$ cat config.mk
export PLATFORM = sky130hd
export DESIGN_NAME = sprite_line_fetcher
export DESIGN_NICKNAME = d
export VERILOG_FILES = /design/src/rtl/sprite_line_fetcher.sv
export SDC_FILE = /design/constraint.sdc
export NUM_CORES = 1
export LEC_CHECK = 0
export BUFFER_PORTS_ARGS = -buffer_cell sky130_fd_sc_hd__buf_2
export CORE_MARGIN = 1
export CORE_UTILIZATION = 55
export DETAILED_ROUTE_END_ITERATION = 10
export PLACE_DENSITY = 0.79
export SLEW_MARGIN = 10
export SYNTH_ARGS = -nofsm -noshare
export SYNTH_HDL_FRONTEND = slang
export SYNTH_SLANG_ARGS = --single-unit
$ cat constraint.sdc
create_clock -name i_clk -period 3.3 [get_ports i_clk]
set_input_delay 0.33 -clock i_clk [delete_from_list [all_inputs] [get_ports i_clk]]
set_output_delay 0.33 -clock i_clk [all_outputs]
set_load 0.05 [all_outputs]
$ cat src/rtl/sprite_line_fetcher.sv
// Sprite scanline fetch engine: scans the attribute table during hblank and writes
// opaque pixels of intersecting sprites into the scanline buffer. Optional macro: SPRITE_FLIP_EN.
module sprite_line_fetcher #(
  parameter int unsigned NUM_SPRITES = 8,
  parameter int unsigned H_RES       = 640
) (
  input  logic                           i_clk,
  input  logic                           i_reset,
  input  logic                           i_line_start,
  input  logic [9:0]                     i_line_num,
  output logic                           o_busy,
  output logic                           o_done,
  output logic [$clog2(NUM_SPRITES)-1:0] o_attr_raddr,
  input  logic [28:0]                    i_attr_rdata,
  output logic                           o_spr_ren,
  output logic [13:0]                    o_spr_raddr,
  input  logic [1:0]                     i_spr_rdata,
  output logic                           o_lb_wen,
  output logic [9:0]                     o_lb_waddr,
  output logic [1:0]                     o_lb_wdata
);

  localparam int unsigned SW = $clog2(NUM_SPRITES);
  localparam logic [SW-1:0] SLOT_TOP = SW'(NUM_SPRITES - 1);

  localparam logic [2:0] S_IDLE  = 3'd0;
  localparam logic [2:0] S_ATTR  = 3'd1;
  localparam logic [2:0] S_CHECK = 3'd2;
  localparam logic [2:0] S_FETCH = 3'd3;
  localparam logic [2:0] S_DRAIN = 3'd4;

  logic [2:0]    r_state, w_state_n;
  logic [9:0]    r_line, w_line_n;
  logic [SW-1:0] r_slot, w_slot_n;
  logic [5:0]    r_idx, w_idx_n;
  logic [9:0]    r_x, w_x_n;
  logic [3:0]    r_row, w_row_n;
  logic [3:0]    r_col, w_col_n;
  logic          r_more, w_more_n;
  logic          r_busy, w_busy_n;
  logic          r_done, w_done_n;
  logic          r_spr_ren, w_ren_n;
  logic [13:0]   r_spr_raddr, w_raddr_n;
  logic [10:0]   r_rd_x, w_rd_x_n;
  logic          r_p_vld;
  logic [10:0]   r_p_x;
  logic          r_lb_wen;
  logic [9:0]    r_lb_waddr;
  logic [1:0]    r_lb_wdata;

  logic [9:0]    w_dy;
  logic          w_hit;
  logic [3:0]    w_row_hit;
  logic [3:0]    w_col0;
  logic [3:0]    w_col_next;
  logic [3:0]    w_col_addr;
  logic [10:0]   w_rd_x_next;
  logic          w_wen;

  // Modular distance lets sprites with y near 1023 cover the top lines.
  assign w_dy        = r_line - i_attr_rdata[19:10];
  assign w_hit       = i_attr_rdata[28] && (w_dy[9:4] == 6'd0);
  assign w_col_next  = r_col + 4'd1;
  assign w_rd_x_next = {1'b0, r_x} + 11'(w_col_next);

`ifdef SPRITE_FLIP_EN
  logic r_hflip;
  assign w_row_hit  = i_attr_rdata[27] ? (4'd15 - w_dy[3:0]) : w_dy[3:0];
  assign w_col0     = i_attr_rdata[26] ? 4'd15 : 4'd0;
  assign w_col_addr = r_hflip ? ~w_col_next : w_col_next;

  always_ff @(posedge i_clk) begin
    if (i_reset)                        r_hflip <= 1'b0;
    else if (r_state == S_CHECK && w_hit) r_hflip <= i_attr_rdata[26];
  end
`else
  logic w_unused_flip;
  assign w_unused_flip = ^i_attr_rdata[27:26];
  assign w_row_hit     = w_dy[3:0];
  assign w_col0        = 4'd0;
  assign w_col_addr    = w_col_next;
`endif

  // Next-state and registered-output logic.
  always_comb begin
    w_state_n = r_state;
    w_line_n  = r_line;
    w_slot_n  = r_slot;
    w_idx_n   = r_idx;
    w_x_n     = r_x;
    w_row_n   = r_row;
    w_col_n   = r_col;
    w_more_n  = r_more;
    w_busy_n  = r_busy;
    w_done_n  = 1'b0;
    w_ren_n   = 1'b0;
    w_raddr_n = r_spr_raddr;
    w_rd_x_n  = r_rd_x;
    case (r_state)
      S_IDLE: ;
      S_ATTR: w_state_n = S_CHECK;
      S_CHECK: begin
        if (w_hit) begin
          w_idx_n   = i_attr_rdata[25:20];
          w_x_n     = i_attr_rdata[9:0];
          w_row_n   = w_row_hit;
          w_col_n   = 4'd0;
          w_ren_n   = 1'b1;
          w_raddr_n = {i_attr_rdata[25:20], w_row_hit, w_col0};
          w_rd_x_n  = {1'b0, i_attr_rdata[9:0]};
          w_state_n = S_FETCH;
        end else if (r_slot == '0) begin
          w_state_n = S_DRAIN;
        end else begin
          w_slot_n  = r_slot - SW'(1);
          w_state_n = S_ATTR;
        end
      end
      S_FETCH: begin
        // Address the next slot during the last read so its CHECK follows directly.
        if (r_col == 4'd14) begin
          w_more_n = (r_slot != '0);
          if (r_slot != '0) w_slot_n = r_slot - SW'(1);
        end
        if (r_col == 4'd15) begin
          w_state_n = r_more ? S_CHECK : S_DRAIN;
        end else begin
          w_col_n   = w_col_next;
          w_ren_n   = 1'b1;
          w_raddr_n = {r_idx, r_row, w_col_addr};
          w_rd_x_n  = w_rd_x_next;
        end
      end
      S_DRAIN: begin
        w_state_n = S_IDLE;
        w_busy_n  = 1'b0;
        w_done_n  = 1'b1;
      end
      default: w_state_n = S_IDLE;
    endcase
    // A new line start always restarts the scan, aborting any fetch in flight.
    if (i_line_start) begin
      w_line_n  = i_line_num;
      w_slot_n  = SLOT_TOP;
      w_state_n = S_ATTR;
      w_busy_n  = 1'b1;
      w_done_n  = 1'b0;
      w_ren_n   = 1'b0;
    end
  end

  assign w_wen = r_p_vld && (i_spr_rdata != 2'd0) && (r_p_x < 11'(H_RES));

  always_ff @(posedge i_clk) begin
    if (i_reset) begin
      r_state     <= S_IDLE;
      r_line      <= 10'd0;
      r_slot      <= '0;
      r_idx       <= 6'd0;
      r_x         <= 10'd0;
      r_row       <= 4'd0;
      r_col       <= 4'd0;
      r_more      <= 1'b0;
      r_busy      <= 1'b0;
      r_done      <= 1'b0;
      r_spr_ren   <= 1'b0;
      r_spr_raddr <= 14'd0;
      r_rd_x      <= 11'd0;
      r_p_vld     <= 1'b0;
      r_p_x       <= 11'd0;
      r_lb_wen    <= 1'b0;
      r_lb_waddr  <= 10'd0;
      r_lb_wdata  <= 2'd0;
    end else begin
      r_state     <= w_state_n;
      r_line      <= w_line_n;
      r_slot      <= w_slot_n;
      r_idx       <= w_idx_n;
      r_x         <= w_x_n;
      r_row       <= w_row_n;
      r_col       <= w_col_n;
      r_more      <= w_more_n;
      r_busy      <= w_busy_n;
      r_done      <= w_done_n;
      r_spr_ren   <= w_ren_n;
      r_spr_raddr <= w_raddr_n;
      r_rd_x      <= w_rd_x_n;
      r_p_vld     <= r_spr_ren;
      r_p_x       <= r_rd_x;
      r_lb_wen    <= w_wen;
      if (w_wen) begin
        r_lb_waddr <= r_p_x[9:0];
        r_lb_wdata <= i_spr_rdata;
      end
    end
  end

  assign o_busy       = r_busy;
  assign o_done       = r_done;
  assign o_attr_raddr = r_slot;
  assign o_spr_ren    = r_spr_ren;
  assign o_spr_raddr  = r_spr_raddr;
  assign o_lb_wen     = r_lb_wen;
  assign o_lb_waddr   = r_lb_waddr;
  assign o_lb_wdata   = r_lb_wdata;

endmodule

# [Yosys cells after proc, flatten, opt, wreduce, memory -nomap -nowiden]
# Index checks and enable logic that the tools add are counted.
[totals] input_bits=44 ff_bits=94
[op_classes] order_cmp=1 reduce_logical=18 n_mux=27 n_addsub=4 eq_ne=15 n_bitwise=1
[ops] op="14-bit two-way mux" n=2
[ops] op="14-bit one-hot mux with 2 select lines" n=1
[ops] op="3-bit two-way mux" n=9
[ops] op="11-bit two-way mux" n=2
[ops] op="11-bit one-hot mux with 2 select lines" n=1
[ops] op="3-bit != test (second input constant)" n=5
[ops] op="3-bit one-hot mux with 4 select lines" n=1
[ops] op="10-bit by 4-bit adder with 11-bit output" n=1
[ops] op="11-bit by 10-bit < comparator with 1-bit output (second input constant)" n=1
[ops] op="10-bit subtractor" n=1
[ops] op="4-bit equality test (second input constant)" n=2
[ops] op="4-bit two-way mux" n=2
[ops] op="2-bit != test (second input constant)" n=4
[ops] op="4-bit one-hot mux with 2 select lines" n=1
[ops] op="2-bit AND reduction" n=4
[ops] op="3-bit by 2-bit equality test with 1-bit output (second input constant)" n=2
[ops] op="3-bit zero test" n=2
[ops] op="6-bit zero test" n=1
[ops] op="1-bit two-way mux" n=6
[ops] op="3-bit one-hot mux with 2 select lines" n=1
[ops] op="2-bit nonzero test" n=3
[ops] op="3-bit nonzero test" n=2
[ops] op="5-bit AND reduction" n=1
[ops] op="4-bit by 1-bit adder with 4-bit output (second input constant)" n=1
[ops] op="other kinds (8)" n=10

# [Depth between registers and ports, before layout]
[depth] ltp_word=6 ltp_mapped=12 depth_no_buf=11

# [Worst setup path before layout]
# No wires, ideal clock.
[synth_timing] kind="input to register" start="in i_attr_rdata[14]" end="reg r_rd_x[0]" stages=9 arrival_ns=2.813 setup_ns=0.121 path_buffers=0 required_time_ns=3.179 setup_slack_ns=0.366 cell_sequence="inv_1 -> ha_1 -> a21oi_2 -> nand2_2 -> or4_1 -> a222oi_1 -> nand4_2 -> o21ai_4 -> mux2_4"
[synth_between] elab_chain_cells=5
[synth_lines] item="start, declared" line="14" text="input logic [28:0] i_attr_rdata,"
[synth_lines] item="10-bit subtractor" line="61" text="assign w_dy = r_line - i_attr_rdata[19:10];"
[synth_lines] item="6-bit zero test" line="62" text="assign w_hit = i_attr_rdata[28] && (w_dy[9:4] == 6'd0);"
[synth_lines] item="1-bit logical AND" line="62"
[synth_lines] item="2-bit != test (no line)"
[synth_lines] item="3-bit AND reduction (no line)"
[synth_lines] item="end signal, assigned" line="187" text="r_rd_x <= w_rd_x_n;"
[synth_lines] item="end, declared" line="44" text="logic [10:0] r_rd_x, w_rd_x_n;"
# No other way between the ends.
# A chain may end at the register's enable or synchronous reset.

# [Worst setup path after layout]
[layout_timing] start="reg r_line[4]" end="reg r_spr_raddr[12], in the netlist o_spr_raddr[12]"
[layout_between] elab_chain_cells=5
[layout_lines] item="start, declared" line="33" text="logic [9:0] r_line, w_line_n;"
[layout_lines] item="start signal, assigned" line="176" text="r_line <= w_line_n;"
[layout_lines] item="10-bit subtractor" line="61"
[layout_lines] item="6-bit zero test" line="62"
[layout_lines] item="1-bit logical AND" line="62"
[layout_lines] item="2-bit != test (no line)"
[layout_lines] item="3-bit AND reduction (no line)"
[layout_lines] item="end signal, assigned" line="186" text="r_spr_raddr <= w_raddr_n;"
[layout_lines] item="end, declared" line="43" text="logic [13:0] r_spr_raddr, w_raddr_n;"
# No other way between the ends.

==> summary.txt <==
Run status -> complete, no violations
Final hold vios -> 0
Vias in the first global route -> 3496
CP Launch Type -> register
Clk pin slew, worst setup/hold paths -> 90 ps
Final setup vio count -> 0
Final Cycle Share -> 0.916
Post-Layout Inst Area -> 0.00511 mm²
Area growth, synth to finish -> 15.2%
Register area share after synthesis -> 0.406
Post-Syn Area -> 0.00444 mm²
CTS H-Tree Depth -> 3
Top post-synthesis cells by area -> dfxtp_1 (41%), mux2i_1 (6.5%), ha_1 (4.8%)
CTS Buf Count -> 9
CP cell instances -> ha_1 > a21oi_2 > nand2_2 > or4_1 > a222oi_1 > buf_4 > and4_1 > buf_4 > a211oi_1 > a211oi_1
Hold Path Class -> in2reg
GPL Wtd Cong -> 0.832
Dpl cells -> 646
Max rail drop VDD -> 312 µV
Die X -> 91.8 µm
Boundary Pins -> 77
Clock Sinks -> 90
Max Slew Vio Count -> 0
Share of layout cells above drive strength 1 -> 0.219
CTS tree -> yes
Rows -> 32
Worst slew margin relative to its limit -> 0.351
Syn_nets -> 556
WP data required -> 3570 ps
Minimum clock period -> 3020 ps
Sum of negative setup slack -> 0 ps
Crit Path Max Fanout -> 16
Vias per Instance -> 5.72
Post-CTS sizing -> 0
Die ar. -> 0.00843 mm²
Max Freq -> 331 MHz
WL/cell -> 15.1 µm
Root Buffer Master -> clkbuf_8
Max clock buf depth -> 2
DP Worst Slack -> 60.0 ps
Avg Cell Area, Syn -> 9.00 µm²
Initial DRC count -> 152
Floorplan core area -> 0.00777 mm²
Antenna violations before repair -> 0
Post-route ant nets -> 0
Non-filler instance count after layout -> 663
Ys Warns -> 0
Latest clock arrival within the worst-skew pair -> 370 ps
Placement Cell Area -> 0.00488 mm²
Critical path's top delay family -> compound AO/OA/AOI/OAI gates
Antenna Cells -> 0
Vias -> 3790
Final Power -> 2.18 mW
Dominant cell by count in the synthesized netlist -> dfxtp_1
Fillcell total -> 668
Post-synth top area cell -> dfxtp_1
DRC Markers -> 0
Unrepaired setup endpoints after global routing -> no
Min Hold Slack -> 196 ps
Synth cell count leaders -> dfxtp_1 (90), a21oi_1 (41), nor2_1 (41)
#FFs+latches synth -> 90
Setup bufs post-CTS -> 0
Routed WL -> 9.99 mm
Post-synth EDFFs -> 0
Worst setup margin -> 276 ps
Synth async-reset ratio -> 0
Final Core Density -> 0.658
Die Y -> 91.8 µm
Gr usage total -> 0.242
Pre-antenna DRT Iters -> 4
Yosys top cell area share -> 0.406
Most used DFF post-synth -> dfxtp_1
Mapped Cells -> 493
PortBufs -> 74
Post-DP HPWL -> 7.00 mm
Worst path max stage delay -> 520 ps
Worst path bufs/invs -> 2
Max Cap Violations -> 0
Clk_skew -> 7.44 ps
GRT overflow -> 0
Measured slew at the worst slew-check pin -> 973 ps
First-pass GRT wire length -> 16.3 mm
Hold-fix buffers at CTS -> 0
Crit path DAT -> 3300 ps
Pwr dens -> 426 mW/mm²
Leakage power -> 2.26 nW
CP endpoint kind -> register
WS Path Type -> reg2reg
Starting density of the core -> 0.571
Largest net degree at the start of global routing -> 55
NumNets Final -> 619
Crit-path slowest cell -> or4_1
Unique masters post-synth -> 57
[worst reg2reg max path, stage by stage (launching register included)]
cell and delay [ps]:
dfxtp_1 320, ha_1 380, a21oi_2 240, nand2_2 100
or4_1 520, a222oi_1 320, buf_4 190, and4_1 270
buf_4 240, a211oi_1 120, a211oi_1 240
[flip-flops by register name, indices dropped and copies added (netlist names), 2 cells and up]
register and count:
o_attr_raddr 3, o_lb_waddr 10, o_lb_wdata 2, o_spr_raddr 11, r_col 3, r_idx 6, r_line 10, r_p_x 11
r_rd_x 11, r_row 4, r_state 3, r_x 10
[per-layer routing]
metal	global-route usage	wire, µm	vias up
met5	0	0	-
met4	0.0872	144	0
met3	0.0522	594	14
met2	0.395	4660	126
met1	0.314	4600	1762
li1	-	-	1888
[final timing paths]
path                      startpoint  cells after the start                           end  slack (ps)
max           r_line[4]$_SDFFE_PP0P_                     10  o_spr_raddr[12]$_SDFFE_PP0P_         280
min                    i_line_num[9]                      3        r_line[9]$_SDFFE_PP0P_         200
max reg2reg   r_line[4]$_SDFFE_PP0P_                     10  o_spr_raddr[12]$_SDFFE_PP0P_         280
min reg2reg  r_state[2]$_SDFFE_PP0P_                      1       r_state[1]$_SDFFE_PP0P_         470
[cell usage in the layout, fill, tap and decap left out, types with 16 or more instances in the layout]
cell type and count:
dfxtp_1 90, buf_2 74, a21oi_1 41, nor2_1 41
o21ai_0 30, mux2i_1 29, nand3_1 25, a211oi_1 25
inv_1 18, nand2_1 18, ha_1 17, nor2b_1 16
[power by group]
group / leakage (nW) / total [mW] / internal [mW] / switching [mW]
clock network: 0.107 / 0.813 / 0.372 / 0.441
logic: 1.42 / 0.249 / 0.0984 / 0.150
registers: 0.729 / 1.11 / 1.10 / 0.0130
total: 2.26 / 2.18 / 1.57 / 0.604
[cells by family after synthesis]
kind of cell | after synthesis | synth area share
xor gates and xnor gates | 13 | 0.0257
buffers and inverters | 52 | 0.0482
and+or+nand+nor | 146 | 0.168
adders and majority gates | 19 | 0.0570
AOI/OAI and AO/OA | 133 | 0.194
DFF | 90 | 0.406
muxes | 40 | 0.100
[layout make-up]
cell class	count	area, µm²	area share
well taps	102	128	0.0250
inverters	18	67.6	0.0132
clock buffers	9	124	0.0242
multi-input cells	351	2420	0.474
clock inverters	7	93.8	0.0184
flip-flops and latches	90	1800	0.353
repair buffers	86	473	0.0926
(Power assumes the default switching activity.)
